## src/rtl/decode_stage.sv

```systemverilog
// RV32I/RV64I decode stage: decodes on the input side, holds results in a 2-entry skid buffer.
// Optional statistics counters are enabled by defining DECODE_STATS_EN.
module decode_stage #(
    parameter int XLEN = 32
`ifdef DECODE_STATS_EN
    ,
    parameter int CNT_W = 32
`endif
) (
    input  logic              clk,
    input  logic              rst,
    input  logic              flush_i,
    input  logic              in_valid_i,
    output logic              in_ready_o,
    input  logic [31:0]       instruction_i,
    input  logic [XLEN-1:0]   pc_i,
    output logic              out_valid_o,
    input  logic              out_ready_i,
    output logic [31:0]       instruction_o,
    output logic [XLEN-1:0]   pc_o,
    output logic [4:0]        rs1_o,
    output logic [4:0]        rs2_o,
    output logic [4:0]        rd_o,
    output logic [2:0]        funct3_o,
    output logic [6:0]        funct7_o,
    output logic [6:0]        opcode_o,
    output logic [2:0]        fmt_o,
    output logic [XLEN-1:0]   imm_o,
    output logic              illegal_o
`ifdef DECODE_STATS_EN
    ,
    output logic [CNT_W-1:0]  decoded_cnt_o,
    output logic [CNT_W-1:0]  illegal_cnt_o
`endif
);

    typedef enum logic [2:0] {
        FMT_R = 3'd0,
        FMT_I = 3'd1,
        FMT_S = 3'd2,
        FMT_B = 3'd3,
        FMT_U = 3'd4,
        FMT_J = 3'd5,
        FMT_X = 3'd7
    } fmt_t;

    typedef enum logic [1:0] {
        ST_EMPTY,
        ST_ONE,
        ST_TWO
    } state_t;

    typedef struct packed {
        logic [31:0]     instr;
        logic [XLEN-1:0] pc;
        logic [4:0]      rs1;
        logic [4:0]      rs2;
        logic [4:0]      rd;
        logic [2:0]      fmt;
        logic [XLEN-1:0] imm;
        logic            illegal;
    } dec_t;

    state_t r_state;
    state_t w_nextState;
    dec_t   r_main;
    dec_t   r_skid;
    dec_t   w_dec;
    fmt_t   w_fmt;
    logic   w_bad;
    logic   w_illegal;
    logic [6:0]  w_opcode;
    logic [2:0]  w_funct3;
    logic [6:0]  w_funct7;
    logic [31:0] w_imm32;
    logic   w_inFire;
    logic   w_outFire;
    logic   w_loadMain;
    logic   w_loadSkid;
    logic   w_mainFromSkid;

    assign w_opcode = instruction_i[6:0];
    assign w_funct3 = instruction_i[14:12];
    assign w_funct7 = instruction_i[31:25];

    // Classify the opcode and flag reserved funct encodings within each class.
    always_comb begin
        w_fmt = FMT_X;
        w_bad = 1'b0;
        case (w_opcode)
            7'b0110011: begin
                w_fmt = FMT_R;
                w_bad = !(w_funct7 == 7'b0000000 || w_funct7 == 7'b0100000) ||
                        (w_funct7 == 7'b0100000 && !(w_funct3 == 3'b000 || w_funct3 == 3'b101));
            end
            7'b0111011: begin
                if (XLEN == 64) begin
                    w_fmt = FMT_R;
                    w_bad = !(w_funct7 == 7'b0000000 || w_funct7 == 7'b0100000) ||
                            (w_funct7 == 7'b0100000 && !(w_funct3 == 3'b000 || w_funct3 == 3'b101));
                end
            end
            7'b0010011, 7'b1110011, 7'b0001111: w_fmt = FMT_I;
            7'b0011011: begin
                if (XLEN == 64) w_fmt = FMT_I;
            end
            7'b0000011: begin
                w_fmt = FMT_I;
                w_bad = (w_funct3 == 3'b111) ||
                        (XLEN == 32 && (w_funct3 == 3'b011 || w_funct3 == 3'b110));
            end
            7'b1100111: begin
                w_fmt = FMT_I;
                w_bad = (w_funct3 != 3'b000);
            end
            7'b0100011: begin
                w_fmt = FMT_S;
                w_bad = (XLEN == 32) ? (w_funct3 >= 3'b011) : (w_funct3 >= 3'b100);
            end
            7'b1100011: begin
                w_fmt = FMT_B;
                w_bad = (w_funct3 == 3'b010 || w_funct3 == 3'b011);
            end
            7'b0110111, 7'b0010111: w_fmt = FMT_U;
            7'b1101111: w_fmt = FMT_J;
            default: w_fmt = FMT_X;
        endcase
    end

    assign w_illegal = (w_fmt == FMT_X) || w_bad || (instruction_i[1:0] != 2'b11);

    // Build the buffered record; unused fields and illegal encodings read as zero.
    always_comb begin
        w_dec   = '0;
        w_imm32 = '0;
        case (w_fmt)
            FMT_I: w_imm32 = {{20{instruction_i[31]}}, instruction_i[31:20]};
            FMT_S: w_imm32 = {{20{instruction_i[31]}}, instruction_i[31:25], instruction_i[11:7]};
            FMT_B: w_imm32 = {{19{instruction_i[31]}}, instruction_i[31], instruction_i[7],
                              instruction_i[30:25], instruction_i[11:8], 1'b0};
            FMT_U: w_imm32 = {instruction_i[31:12], 12'b0};
            FMT_J: w_imm32 = {{11{instruction_i[31]}}, instruction_i[31], instruction_i[19:12],
                              instruction_i[20], instruction_i[30:21], 1'b0};
            default: w_imm32 = '0;
        endcase
        w_dec.instr   = instruction_i;
        w_dec.pc      = pc_i;
        w_dec.fmt     = w_fmt;
        w_dec.illegal = w_illegal;
        if (!w_illegal) begin
            w_dec.imm = XLEN'($signed(w_imm32));
            if (w_fmt inside {FMT_R, FMT_I, FMT_S, FMT_B}) w_dec.rs1 = instruction_i[19:15];
            if (w_fmt inside {FMT_R, FMT_S, FMT_B})        w_dec.rs2 = instruction_i[24:20];
            if (w_fmt inside {FMT_R, FMT_I, FMT_U, FMT_J}) w_dec.rd  = instruction_i[11:7];
        end
    end

    assign out_valid_o = (r_state != ST_EMPTY);
    assign in_ready_o  = (r_state != ST_TWO);
    assign w_inFire    = in_valid_i & in_ready_o;
    assign w_outFire   = out_valid_o & out_ready_i & ~flush_i;

    always_ff @(posedge clk or posedge rst) begin
        if (rst) r_state <= ST_EMPTY;
        else     r_state <= w_nextState;
    end

    // Occupancy transitions; flush wins over any transfer in the same cycle.
    always_comb begin
        w_nextState    = r_state;
        w_loadMain     = 1'b0;
        w_loadSkid     = 1'b0;
        w_mainFromSkid = 1'b0;
        if (flush_i) begin
            w_nextState = ST_EMPTY;
        end else begin
            case (r_state)
                ST_EMPTY: begin
                    if (w_inFire) begin
                        w_loadMain  = 1'b1;
                        w_nextState = ST_ONE;
                    end
                end
                ST_ONE: begin
                    if (w_inFire && w_outFire) begin
                        w_loadMain = 1'b1;
                    end else if (w_inFire) begin
                        w_loadSkid  = 1'b1;
                        w_nextState = ST_TWO;
                    end else if (w_outFire) begin
                        w_nextState = ST_EMPTY;
                    end
                end
                ST_TWO: begin
                    if (w_outFire) begin
                        w_mainFromSkid = 1'b1;
                        w_nextState    = ST_ONE;
                    end
                end
                default: w_nextState = ST_EMPTY;
            endcase
        end
    end

    always_ff @(posedge clk or posedge rst) begin
        if (rst) begin
            r_main <= '0;
            r_skid <= '0;
        end else begin
            if (w_loadMain)          r_main <= w_dec;
            else if (w_mainFromSkid) r_main <= r_skid;
            if (w_loadSkid)          r_skid <= w_dec;
        end
    end

    assign instruction_o = r_main.instr;
    assign pc_o          = r_main.pc;
    assign rs1_o         = r_main.rs1;
    assign rs2_o         = r_main.rs2;
    assign rd_o          = r_main.rd;
    assign funct3_o      = r_main.instr[14:12];
    assign funct7_o      = r_main.instr[31:25];
    assign opcode_o      = r_main.instr[6:0];
    assign fmt_o         = r_main.fmt;
    assign imm_o         = r_main.imm;
    assign illegal_o     = r_main.illegal;

`ifdef DECODE_STATS_EN
    logic [CNT_W-1:0] r_decodedCnt;
    logic [CNT_W-1:0] r_illegalCnt;

    // Saturating counters of delivered and illegal instructions.
    always_ff @(posedge clk or posedge rst) begin
        if (rst) begin
            r_decodedCnt <= '0;
            r_illegalCnt <= '0;
        end else if (w_outFire) begin
            if (r_decodedCnt != '1) r_decodedCnt <= r_decodedCnt + CNT_W'(1);
            if (r_main.illegal && r_illegalCnt != '1) r_illegalCnt <= r_illegalCnt + CNT_W'(1);
        end
    end

    assign decoded_cnt_o = r_decodedCnt;
    assign illegal_cnt_o = r_illegalCnt;
`endif

endmodule

```

## config.mk

```make
export PLATFORM = sky130hd
export DESIGN_NAME = decode_stage
export DESIGN_NICKNAME = d
export VERILOG_FILES = /design/src/rtl/decode_stage.sv
export SDC_FILE = /design/constraint.sdc
export NUM_CORES = 1
export LEC_CHECK = 0
export ABC_CLOCK_PERIOD_IN_PS = 11300
export BUFFER_PORTS_ARGS = -buffer_cell sky130_fd_sc_hd__buf_4
export CAP_MARGIN = 10
export CORE_ASPECT_RATIO = 1.75
export CORE_UTILIZATION = 50
export DETAILED_ROUTE_END_ITERATION = 10
export GPL_TIMING_DRIVEN = 0
export PLACE_DENSITY = 0.73
export SYNTH_ARGS = -nofsm -noshare
export SYNTH_HDL_FRONTEND = slang
export SYNTH_SLANG_ARGS = --single-unit
```

## constraint.sdc

```tcl
create_clock -name clk -period 11.3 [get_ports clk]
set_input_delay 0.565 -clock clk [delete_from_list [all_inputs] [get_ports clk]]
set_output_delay 0.565 -clock clk [all_outputs]
set_load 0.03 [all_outputs]
```

**Yosys cells after proc, flatten, opt, wreduce, memory -nomap -nowiden**

Index checks and enable logic that the tools add are counted.

- Magnitude comparators: 1
- Equality and inequality tests: 31
- Multiplexer cells: 27
- Bitwise gates (word level): 4
- Reductions and logical operators: 25

Operators with widths:

| cell | count |
|---|---|
| 115-bit 2-to-1 mux | 2 |
| 32-bit one-hot mux with 5 select lines | 1 |
| 32-bit 2-to-1 mux | 1 |
| 7-bit by 6-bit equality test with 1-bit output (second input constant) | 4 |
| 7-bit equality test (second input constant) | 4 |
| 3-bit equality test (second input constant) | 6 |
| 3-bit one-hot mux with 6 select lines | 1 |
| 15-bit 2-to-1 mux | 1 |
| 5-bit 2-to-1 mux | 3 |
| 7-bit by 5-bit equality test with 1-bit output (second input constant) | 2 |
| 3-bit by 2-bit equality test with 1-bit output (second input constant) | 4 |
| 2-bit 2-to-1 mux | 6 |
| 1-bit 2-to-1 mux | 9 |
| 3-bit != test (second input constant) | 3 |
| 1-bit logical OR | 8 |
| 4-bit nonzero test | 2 |
| 7-bit by 2-bit equality test with 1-bit output (second input constant) | 1 |
| 7-bit by 4-bit equality test with 1-bit output (second input constant) | 1 |
| 7-bit zero test | 1 |
| 3-bit zero test | 2 |
| 2-bit one-hot mux with 3 select lines | 1 |
| 3-bit nonzero test | 2 |
| 1-bit one-hot mux with 5 select lines | 1 |
| 5-bit OR reduction | 1 |
| 15 further kinds | 21 |

- Register bits: 232
- Input bits: 69
- Output and inout bits: 134
- Logic and storage cells: 105

**Longest topological paths before layout**

Gate-level depths: netlist of the first run.

- Word-level depth: 10
- Mapped depth: 13
- Depth with buffers taken out: 10

**Worst setup path after synthesis of the first run**

Ideal clock, no wire load.

- Kind: input-to-reg
- From: in instruction_i[6]
- To: reg r_main, in the netlist imm_o[5]
- Setup time: 0.096 ns
- Arrival: 2.679 ns
- Data required time: 11.204 ns
- Setup slack: 8.525 ns
- Stages: 13
- Path buffers: 3
- Cell sequence: buf_4 and2_1 o21ai_1 o21ai_1 nand2_1 buf_2 nor2_1 ha_1 inv_1 a31oi_1 nand4_1 buf_2 o32ai_2

- Word-level cells in the longest chain between the ends: 8
- Elaborated cells between the ends (all ways): 26
- Those cells by class: eq/ne (17); mux (5); reduce/logical (4)

RTL lines:

| what | RTL line | text |
|---|---|---|
| from (decl) | 15 | `input logic [31:0] instruction_i,` |
| branches (longest 6 deep; another with 32-bit one-hot mux with 5 select lines) | n/a |  |
| 32-bit 2-to-1 mux (*) | 150 | `if (!w_illegal) begin` |
| 115-bit 2-to-1 mux (*) | 210 | `if (w_loadMain) r_main <= w_dec;` |
| to (signal assigned) | 210 |  |
| to (signal assigned) | 211 | `else if (w_mainFromSkid) r_main <= r_skid;` |
| to (decl) | 66 | `dec_t r_main;` |

Mark *: on every way between the ends.
A chain may end at the register's enable or synchronous reset.

**Final worst setup path of the first run**

- From: in instruction_i[6]
- To: reg r_main, in the netlist imm_o[7]

The elaborated chain is that of the path after synthesis.

==> impl_metrics.json, run 1 <==
{
  "reg2reg_to": "imm_o[18]",
  "wl_um": 30700,
  "postCtsHoldBufs": 0,
  "via_count": 8838,
  "power_density_mw_per_mm2": 166,
  "layout_common_cells": "nand2_1 (352), dfrtp_1 (232), buf_4 (216)",
  "fin_util_pct": 63.4,
  "gr-max-usage-layer": "met2",
  "route.detailed.vias_per_inst": 5.69,
  "clkSlewWorstSetupHoldPaths_ps": 70,
  "cts.repair_timing.setup_buffer_count": 0,
  "synth_mux_area_share_pct": 2.82,
  "ys_seq_elements": 232,
  "number_of_global_route_vias_before_repair": 8797,
  "synth-simple-area-share_pct": 17.8,
  "nFillCells": 1751,
  "crit_arrival_ps": 3690,
  "worst_ir_drop_vdd_mv": 0.167,
  "timing.final.crit_period_ps": 3280,
  "critical_path_type": "input pin to flop",
  "die_w_um": 110,
  "fmax_ghz": 0.305,
  "grt_max_degree": 130,
  "critical_path.startpoint_type": "input pin",
  "antenna_violating_nets_post_route": 0,
  "grt_use_met1_pct": 34.5,
  "synthesis.area_per_instance_um2": 9.61,
  "netSwitchingFraction_pct": 29.4,
  "sequential_share_of_power_pct": 46.7,
  "cts_bufs_inserted": 22,
  "synth_area_mm2": 0.0103,
  "ctsResizeCount": 0,
  "pnr_total_power_w": 0.00213,
  "synthAdderAreaFrac_pct": 0.475,
  "timing.hold.worst.class": "input pin to asynchronous set/reset pin",
  "clock-root-buffer": "clkbuf_16",
  "floorplan.die_area_mm2": 0.0212,
  "worst-slew-pin-transition_ps": 843,
  "core_mm2": 0.0202,
  "setup_tns_ps": 0,
  "rsz_0062_raised_after_global_routing": "no",
  "clk-insertion-delay-late_ps": 500,
  "die_y_um": 192,
  "ctsLongestPathBuffers": 3,
  "end_kind": "flop",
  "timing.critical_path.required_ps": 11710,
  "grt_overflow": 0,
  "maxCapViolCount": 0,
  "synth_cell_type_count": 61,
  "post_syn_instances": 1069,
  "placement.io_buffers": 198,
  "synth_top_family_by_area": "simple AND/OR/NAND/NOR gates",
  "synth_to_layout_area_growth_pct": 24.7,
  "detail_route.iter0.violations": 619,
  "intPower_w": 0.00151,
  "rows": 69,
  "num_io_pins": 203,
  "cellLeakagePower_nw": 6.56,
  "pwr-share-comb_pct": 19.1,
  "timing.reg2reg.setup_slack_ps": 8750,
  "synth_compound_area_share_pct": 17.5,
  "synthesis.nets": 1141,
  "combined_area_of_the_multi_input_logic_cells_mm2": 0.00398,
  "grt.met3_usage_pct": 5.29,
  "result_of_the_run": "complete, no violations",
  "synth_async_sr_flop_share_pct": 100,
  "place.detailed.hpwl_um": 22300,
  "seq_area_mm2": 0.00581,
  "drive_above_1_share_pct": 22.5,
  "num_antenna_cells": 0,
  "yosysWarningCount": 0,
  "globalplace.congestion": 0.946,
  "wire_per_inst_um": 19.8,
  "setup-violations-final": 0,
  "number_of_flops_mapped_to_enable_cells_by_yosys": 0,
  "yosysSeqAreaShare_pct": 56.5,
  "cts_htree_levels": 1,
  "most_common_cell_after_layout_fill_and_taps_aside": "nand2_1",
  "clock_skew_ps": 14.0,
  "layout_worst_path_cycle_share_pct": 29.0,
  "synthFlopType": "dfrtp_1",
  "layout.nets": 1364,
  "cts.sinks": 232,
  "path_max_fanout": 10,
  "timing.max_slew.rel_slack_pct": 43.8,
  "power_switching_w": 0.000626,
  "drt_drc_violations_left": 0,
  "start_util_pct": 50.9,
  "tritoncts": "done",
  "timing_max_transition_violations_final": 0,
  "grt.total_usage_pct": 29.5,
  "grt_first_pass_wirelength_um": 47300,
  "clock_power_share_pct": 34.2,
  "gr-usage-met2_pct": 51.8,
  "antenna_found_initial": 1,
  "post_synth_xor_area_fraction_pct": 0.170,
  "drtPass1Iterations": 5,
  "ff2ff_path_depth": 5,
  "regToRegStartpoint": "r_state[1]",
  "hold_violations": 0
}
[power by group through the flow]
stage               clock [W]  sequential, W  combinational, W
finish               0.000729       0.000996          0.000406
global route         0.000769        0.00101          0.000442
CTS                  0.000739       0.000995          0.000409
detailed placement          0        0.00101          0.000408
global placement            0        0.00101          0.000399
floorplan                   0        0.00108          0.000171
[metrics by stage]
stage | std cells | hold WS [ps] | instance area [um2] | setup slack (ps)
2_1_floorplan | 1069 | 446 | 10300 | 4370
3_3_place_gp | 1515 | 458 | 12100 | 1900
3_5_place_dp | 1516 | 463 | 12100 | 7590
4_1_cts | 1553 | 222 | 12800 | 8120
5_1_grt | 1553 | 249 | 12800 | 7900
6_report | 1553 | 157 | 12800 | 8020
[metal layers]
layer	wire length, um	part of all wire [%]
met5	10	0.033
met4	1390	4.5
met2	15900	52
met1	11300	37
met3	2050	6.7
[cell usage after synthesis (13+ instances only)]
library cell	n	area, um2
a21oi_1	38	190
a22oi_1	70	526
and3_1	19	119
buf_2	21	105
buf_4	18	135
clkbuf_1	51	191
dfrtp_1	232	5810
inv_1	15	56.3
mux2i_1	29	290
nand2_1	352	1320
nor2_1	25	93.8
o21ai_0	33	165
o21ai_1	28	140
o22ai_1	27	169
o31ai_1	13	97.6
[critical path, stage by stage]
cell	delay, ps
buf_4	140
buf_4	180
and2_1	200
o21ai_1	310
o21ai_1	240
nand2_1	270
buf_2	290
nor2_1	90
ha_1	360
inv_1	60
a31oi_1	120
nand4_1	310
buf_2	340
o32ai_2	220
[worst max path at each step]
stage,startpoint,end,slack (ps),cells after the start
2_1_floorplan,rst,fmt_o[0],4370,1
3_3_place_gp,rst,pc_o[13],1900,2
3_5_place_dp,instruction_i[6],imm_o[7],7590,14
4_1_cts,instruction_i[6],imm_o[7],8120,14
5_1_grt,instruction_i[6],imm_o[5],7900,14
6_report,instruction_i[6],imm_o[7],8020,14
[final cells by class]
| type | count | share of cell area, % |
|---|---|---|
| Clock inverter | 4 | 0.410 |
| Sequential cell | 232 | 45.3 |
| Clock buffer | 33 | 5.10 |
| Timing Repair Buffer | 199 | 11.8 |
| Inverter | 15 | 0.498 |
| Buffer | 92 | 3.43 |
| Tap cell | 248 | 2.42 |
| Multi-Input combinational cell | 730 | 31.0 |
[cell families (layout without fill, tap and decap cells)]
kind of cell	after synthesis	count (layout)
simple gates	437	437
compound gates	258	258
flops	232	232
buf+inv	107	343
mux	29	29
fa+ha+maj	4	4
xor+xnor	2	2
[registers in the layout, summed over array words and instances, names as in the netlist]
signal         count
fmt_o              3
rd_o               5
rs2_o              5
pc_o              32
r_skid           115
imm_o             32
rs1_o              5
illegal_o          1
instruction_o     32
r_state            2
No activity file was read; power rests on OpenSTA's default activity.
==> run 2, diff against run 1 <==
--- a/config.mk
+++ b/config.mk
@@ -5,14 +5,14 @@
 export SDC_FILE = /design/constraint.sdc
 export NUM_CORES = 1
 export LEC_CHECK = 0
-export ABC_CLOCK_PERIOD_IN_PS = 11300
+export ABC_CLOCK_PERIOD_IN_PS = 2800
 export BUFFER_PORTS_ARGS = -buffer_cell sky130_fd_sc_hd__buf_4
 export CAP_MARGIN = 10
 export CORE_ASPECT_RATIO = 1.75
 export CORE_UTILIZATION = 50
 export DETAILED_ROUTE_END_ITERATION = 10
 export GPL_TIMING_DRIVEN = 0
-export PLACE_DENSITY = 0.73
+export PLACE_DENSITY = 0.76
 export SYNTH_ARGS = -nofsm -noshare
 export SYNTH_HDL_FRONTEND = slang
 export SYNTH_SLANG_ARGS = --single-unit
==> constraint.sdc (replaced) <==
create_clock -name clk -period 2.8 [get_ports clk]
set_input_delay 0.14 -clock clk [delete_from_list [all_inputs] [get_ports clk]]
set_output_delay 0.14 -clock clk [all_outputs]
set_load 0.03 [all_outputs]
==> run 2 against run 1 <==
Sequential power grew to 4.0 times the previous value. Non-clock buffer count rose by 66. Critical path depth unchanged. Clock power grew to 4.2 times the previous value. Final cell count is 4.4% higher. Utilization grew 3.6 points. Worst hold slack worse by 60 ps. Global-route usage rose by 1.1 points. Via count up 3.3%. Critical path type unchanged. Largest cell class unchanged. Largest power group unchanged. Highest routed layer unchanged.
==> impl_metrics.json, run 2 (synthesis gave the netlist of run 1 again) <==
{
  "num_antenna_cells": 0,
  "seq_area_mm2": 0.00581,
  "hold_violations": 0,
  "nFillCells": 1616,
  "maxCapViolCount": 0,
  "drive_above_1_share_pct": 22.4,
  "finish.cell_count_without_fillers": 1622,
  "timing.hold.worst_endpoint": "r_state[0]",
  "timing.reg2reg.setup_slack_ps": 290,
  "cts_htree_levels": 1,
  "synth_to_layout_area_growth_pct": 31.8,
  "layout.nets": 1430,
  "placement.io_buffers": 198,
  "setup_tns_ps": 0,
  "core_mm2": 0.0202,
  "timing_max_transition_violations_final": 0,
  "antenna_violating_nets_post_route": 0,
  "largest_register_ff_count": 115,
  "num_io_pins": 203,
  "post-route-worst-setup-slack_ps": 94.9,
  "grt.total_usage_pct": 30.6,
  "grt_first_pass_wirelength_um": 49300,
  "end_kind": "flop",
  "route.detailed.vias_per_inst": 5.63,
  "tritoncts": "done",
  "timing.critical_path.required_ps": 3210,
  "power_density_mw_per_mm2": 650,
  "top_register": "r_skid",
  "rsz_0062_raised_after_global_routing": "no",
  "die_y_um": 192,
  "globalplace.congestion": 0.958,
  "rows": 69,
  "cp-startpoint": "instruction_i[5]",
  "start_util_pct": 50.9,
  "place.detailed.hpwl_um": 22500,
  "worst-slew-pin-transition_ps": 865,
  "die_w_um": 110,
  "timing.max_slew.rel_slack_pct": 42.3,
  "most_common_cell_after_layout_fill_and_taps_aside": "nand2_1",
  "clk-insertion-delay-late_ps": 510,
  "setup-violations-final": 0,
  "result_of_the_run": "complete, no violations",
  "min_path_cells": 4,
  "layout_common_cells": "nand2_1 (351), dfrtp_1 (232), buf_4 (216)",
  "cts.sinks": 232,
  "dpl_worst_slack_ps": -536,
  "grt_max_degree": 44,
  "cts.repair_timing.setup_buffer_count": 0,
  "number_of_global_route_vias_before_repair": 9289,
  "timing.final.crit_period_ps": 2710,
  "ff2ff_path_depth": 5,
  "critical_path_type": "input pin to flop",
  "dpl.cell_count": 1520,
  "clock_skew_ps": 7.62,
  "timing.hold.worst.class": "input pin to flop",
  "cellLeakagePower_nw": 6.88,
  "combined_area_of_the_multi_input_logic_cells_mm2": 0.00399,
  "critical_path.startpoint_type": "input pin",
  "min_from": "in_valid_i",
  "reg2reg_to": "imm_o[19]",
  "worst_ir_drop_vdd_mv": 0.581,
  "layout_worst_path_cycle_share_pct": 96.6,
  "wire_per_inst_um": 19.5,
  "drt_drc_violations_left": 0,
  "clock-root-buffer": "clkbuf_16",
  "drtPass1Iterations": 5,
  "clkSlewWorstSetupHoldPaths_ps": 70,
  "path_max_fanout": 10,
  "hold_slack_ps": 97.6,
  "fmax_ghz": 0.370,
  "grt_overflow": 0,
  "detail_route.iter0.violations": 685,
  "floorplan.die_area_mm2": 0.0212,
  "cts_bufs_inserted": 22,
  "via_count": 9134,
  "wl_um": 31600,
  "antenna_found_initial": 1,
  "regToRegStartpoint": "r_state[1]",
  "crit_arrival_ps": 3120,
  "ctsLongestPathBuffers": 3
}
==> run 2: cell count changes in the layout (fill, tap and decap cells not counted), sizes merged <==
| cell | before | now |
|---|---|---|
| inv | 15 | 14 |
| clkinv | 3 | 7 |
| clkinvlp | 0 | 2 |
| dlygate4sd3 | 0 | 62 |
| buf | 240 | 243 |
| clkbuf | 84 | 83 |
==> run 2: what timing repair did <==
item,in CTS,in global routing
setup endpoints to repair,2,5
gates resized for setup,1,3
hold endpoints to repair,179,0
hold buffers,62,0
==> run 2: worst max-delay path, cell delays in order <==
cell and delay, ps:
buf_4 130, buf_2 190, and2_1 210, o21ai_2 260, o21ai_1 220, nand2_2 200, buf_2 260, nor2_1 90
ha_1 360, inv_1 60, a31oi_1 130, nand4_1 300, clkbuf_4 330, o32ai_2 220
==> run 2: how the worst max path moves through the flow <==
stage	to	slack, ps	depth (start not counted)
after floorplan	fmt_o[0]	-380	1
after global placement	pc_o[17]	-1700	2
after detailed placement	imm_o[8]	-540	14
after CTS	imm_o[8]	120	14
after global routing	imm_o[5]	60	14
final	imm_o[8]	90	14
==> run 2: layer usage <==
layer	up-vias	track usage, %	wire length (um)
met1	4446	36.0	11700
met2	349	52.8	16400
met3	82	6.07	2100
met4	2	14.5	1440
li1	4255	-	-
met5	-	0	13
==> run 2: stage by stage <==
step / power (W) / utilization, % / area, um2
after global placement: 0.00567 / 59.8 / 12100
after floorplan: 0.00504 / - / 10300
after detailed placement: 0.00574 / 60.3 / 12200
after global routing: 0.00916 / 67.1 / 13600
after CTS: 0.00882 / 67.0 / 13500
final: 0.00881 / 67.1 / 13600
==> run 2: layout make-up <==
class / instances / share of cell area, %
sequential: 232 / 42.8
multi-input combinational: 730 / 29.4
timing repair buffer: 265 / 16.3
clock buffer: 31 / 4.91
buffer: 92 / 3.26
tap: 248 / 2.29
clock inverter: 9 / 0.536
inverter: 15 / 0.443
==> run 2: power by group <==
| part | internal [W] | leakage [nW] | switching, W | total (W) |
|---|---|---|---|---|
| registers | 0.00377 | 3.03 | 0.000255 | 0.00402 |
| clock network | 0.00175 | 0.371 | 0.00129 | 0.00304 |
| logic | 0.000675 | 3.48 | 0.00107 | 0.00174 |
| total | 0.00619 | 6.88 | 0.00261 | 0.00881 |
==> run 3, diff against run 2 <==
--- a/config.mk
+++ b/config.mk
@@ -5,14 +5,17 @@
 export SDC_FILE = /design/constraint.sdc
 export NUM_CORES = 1
 export LEC_CHECK = 0
+export ABC_AREA = 1
 export ABC_CLOCK_PERIOD_IN_PS = 2800
 export BUFFER_PORTS_ARGS = -buffer_cell sky130_fd_sc_hd__buf_4
 export CAP_MARGIN = 10
 export CORE_ASPECT_RATIO = 1.75
 export CORE_UTILIZATION = 50
 export DETAILED_ROUTE_END_ITERATION = 10
+export GPL_ROUTABILITY_DRIVEN = 1
 export GPL_TIMING_DRIVEN = 0
 export PLACE_DENSITY = 0.76
 export SYNTH_ARGS = -nofsm -noshare
 export SYNTH_HDL_FRONTEND = slang
 export SYNTH_SLANG_ARGS = --single-unit
+export TNS_END_PERCENT = 30
==> run 3 against run 2 <==
Clock skew up 1.7 ps. Critical endpoint is now r_skid[87]. Cell area up 6.5%. Routed wire length up 12%. Global-route usage up 2.1 points. Worst hold slack worse by 62 ps. Register-to-register slack worse by 150 ps.
==> impl_metrics.json, run 3 <==
{
  "synth_cell_type_count": 26,
  "layout_common_cells": "nand2_1 (475), dfrtp_1 (232), buf_4 (223)",
  "grt.met3_usage_pct": 4.81,
  "maxCapViolCount": 0,
  "place.detailed.hpwl_um": 26000,
  "grt_first_pass_wirelength_um": 57400,
  "path_max_fanout": 10,
  "synth.top_cells.by_area": "dfrtp_1 (53%), nand2_1 (16%), nor2_1 (5.5%), o21ai_0 (4.9%), inv_1 (4.0%)",
  "worst_ir_drop_vdd_mv": 0.750,
  "regToRegStartpoint": "r_state[1]",
  "timing.hold.worst.class": "input pin to flop",
  "die_w_um": 114,
  "cts_htree_levels": 1,
  "end_kind": "flop",
  "clk-insertion-delay-late_ps": 520,
  "antenna_violating_nets_post_route": 0,
  "crit_arrival_ps": 3090,
  "num_io_pins": 203,
  "number_of_flops_mapped_to_enable_cells_by_yosys": 0,
  "timing.critical_path.required_ps": 3230,
  "dpl.cell_count": 1907,
  "via_count": 10700,
  "layout_worst_path_cycle_share_pct": 94.8,
  "number_of_global_route_vias_before_repair": 11100,
  "top_register": "r_skid",
  "largest_register_ff_count": 115,
  "grt.total_usage_pct": 32.7,
  "timing_max_transition_violations_final": 0,
  "synth_async_sr_flop_share_pct": 100,
  "intPower_w": 0.00804,
  "finish.cell_count_without_fillers": 2014,
  "synth_area_mm2": 0.0110,
  "num_antenna_cells": 0,
  "timing.max_slew.rel_slack_pct": 37.2,
  "wire_per_inst_um": 17.6,
  "grt_use_met1_pct": 35.5,
  "critical_path.startpoint_type": "flop",
  "ys_seq_elements": 232,
  "route.detailed.vias_per_inst": 5.33,
  "setup-violations-final": 0,
  "crit_path_top_delay_cell": "dlygate4sd3_1",
  "rsz_0062_raised_after_global_routing": "no",
  "hold_violations": 0,
  "clkSlewWorstSetupHoldPaths_ps": 60,
  "min_path_cells": 3,
  "yosysSeqAreaShare_pct": 52.7,
  "placement.io_buffers": 202,
  "fin_util_pct": 66.9,
  "yosysWarningCount": 0,
  "cellLeakagePower_nw": 7.43,
  "post_syn_instances": 1407,
  "sequential_share_of_power_pct": 38.6,
  "core_mm2": 0.0216,
  "min_from": "instruction_i[5]",
  "netSwitchingFraction_pct": 38.7,
  "clock_power_share_pct": 22.8,
  "detail_route.iter0.violations": 794,
  "synthesis.nets": 1479,
  "ff2ff_path_depth": 11,
  "drt_drc_violations_left": 0,
  "yosys-top-cells-count": "nand2_1 (475), dfrtp_1 (232), nor2_1 (160), inv_1 (118), o21ai_0 (108)",
  "rows": 71,
  "clock_skew_ps": 9.31,
  "layout.nets": 1778,
  "clock-root-buffer": "clkbuf_16",
  "grt_overflow": 0,
  "power_switching_w": 0.00508,
  "critical_path_type": "flop to flop",
  "timing.hold.worst_endpoint": "instruction_o[5]",
  "worst-slew-pin-transition_ps": 942,
  "reg2reg_to": "r_skid[87]",
  "synth_to_layout_area_growth_pct": 31.0,
  "yosysMostFrequentCell": "nand2_1",
  "cts.sinks": 232,
  "die_y_um": 198,
  "crit_path_max_incr_delay_ps": 550,
  "pwr-share-comb_pct": 38.6,
  "synthDominantAreaCellType": "dfrtp_1",
  "tritoncts": "done",
  "yosysTopAreaCellShare_pct": 52.7,
  "drtPass1Iterations": 5,
  "timing.final.crit_period_ps": 2660,
  "wl_um": 35500,
  "start_util_pct": 51.0,
  "cp_cell_sequence": "inv_1 -> nand2_1 -> nor3_1 -> inv_1 -> nor2_1 -> buf_2 -> clkbuf_4 -> buf_2 -> nand2_1 -> dlygate4sd3_1 -> o21ai_0",
  "synthFlopType": "dfrtp_1",
  "cts_bufs_inserted": 22,
  "hold_slack_ps": 35.7,
  "fmax_ghz": 0.377,
  "ctsLongestPathBuffers": 3,
  "synthesis.area_per_instance_um2": 7.83,
  "grt_max_degree": 43,
  "result_of_the_run": "complete, no violations",
  "globalplace.congestion": 0.963,
  "gr-max-usage-layer": "met2",
  "most_common_cell_after_layout_fill_and_taps_aside": "nand2_1",
  "timing.reg2reg.setup_slack_ps": 140,
  "floorplan.die_area_mm2": 0.0227,
  "drive_above_1_share_pct": 17.7,
  "power_density_mw_per_mm2": 909,
  "antenna_found_initial": 0,
  "gr-usage-met2_pct": 59.2
}
run 3: changes by cell type after synthesis, moves of 27 or more:
cell      delta
inv_1      +103
a22oi_1     -70
nand2_1    +123
o221ai_1    +30
o211ai_1    +33
nand3_1     +79
nor2_1     +135
mux2i_1     -29
o21ai_0     +75
o22ai_1     -27
run 3: logic make-up (layout without fill, tap and decap cells):
logic type | after synthesis | after routing | share of synthesized area [%]
flops | 232 | 232 | 52.7
simple gates | 726 | 726 | 26.1
compound gates | 222 | 222 | 12.1
fa+ha+maj | 3 | 3 | 0.341
buf+inv | 224 | 539 | 8.78
run 3: power by group through the flow:
stage	clock, W	combinational [W]	sequential [W]
after floorplan	0	0.00192	0.00621
after CTS	0.00303	0.00506	0.00505
after global routing	0.00316	0.00548	0.00516
after global placement	0	0.00486	0.00508
after detailed placement	0	0.00497	0.00510
final	0.00299	0.00507	0.00507
run 3: how the worst max path moves through the flow:
stage                     cells after the start          to             start  slack (ps)
after CTS                                    18   imm_o[10]  instruction_i[3]          10
after floorplan                               1    fmt_o[0]               rst        -380
after global placement                        2  r_skid[64]               rst       -1740
final                                        11  r_skid[87]        r_state[1]         140
after global routing                         18   imm_o[10]  instruction_i[3]          10
after detailed placement                     17   imm_o[10]  instruction_i[1]        -100
run 3: repair_timing:
action                                  CTS  global route
pin swaps                                 0             0
endpoints found under the hold margin   130             0
setup buffers                             0             0
resized for setup                         1             6
hold buffers                             67             0
endpoints found under the setup margin    1            56
run 3: final cells by class:
class	instances	area, um2
inverters	122	462
multi-input cells	951	4260
flip-flops and latches	232	5810
clock inverters	9	88.8
well taps	292	365
plain buffers	102	514
repair buffers	275	2310
fillers	1859	7150
clock buffers	31	634
run 3: through the flow:
step	power, W	setup TNS (ps)	worst slack [ps]	area, um2
final	0.0131	0	145	14400
after global routing	0.0138	0	14.4	14400
after CTS	0.0131	0	11.6	14400
after detailed placement	0.0101	-1800	-95.2	13000
after global placement	0.00993	-397680	-1740	12900
after floorplan	0.00813	-87220	-376	11000
run 3: critical path, delay by kind of cell (launching register included):
| kind | cells | cell delay [ps] |
|---|---|---|
| AOI/OAI and AO/OA | 1 | 70 |
| buffers and inverters | 6 | 1640 |
| DFF | 1 | 360 |
| and+or+nand+nor | 4 | 490 |
run 3: routing by layer:
metal	vias up	wire length [um]
li1	5064	-
met1	5165	12700
met2	392	18600
met3	123	1910
met4	0	2290
met5	-	0
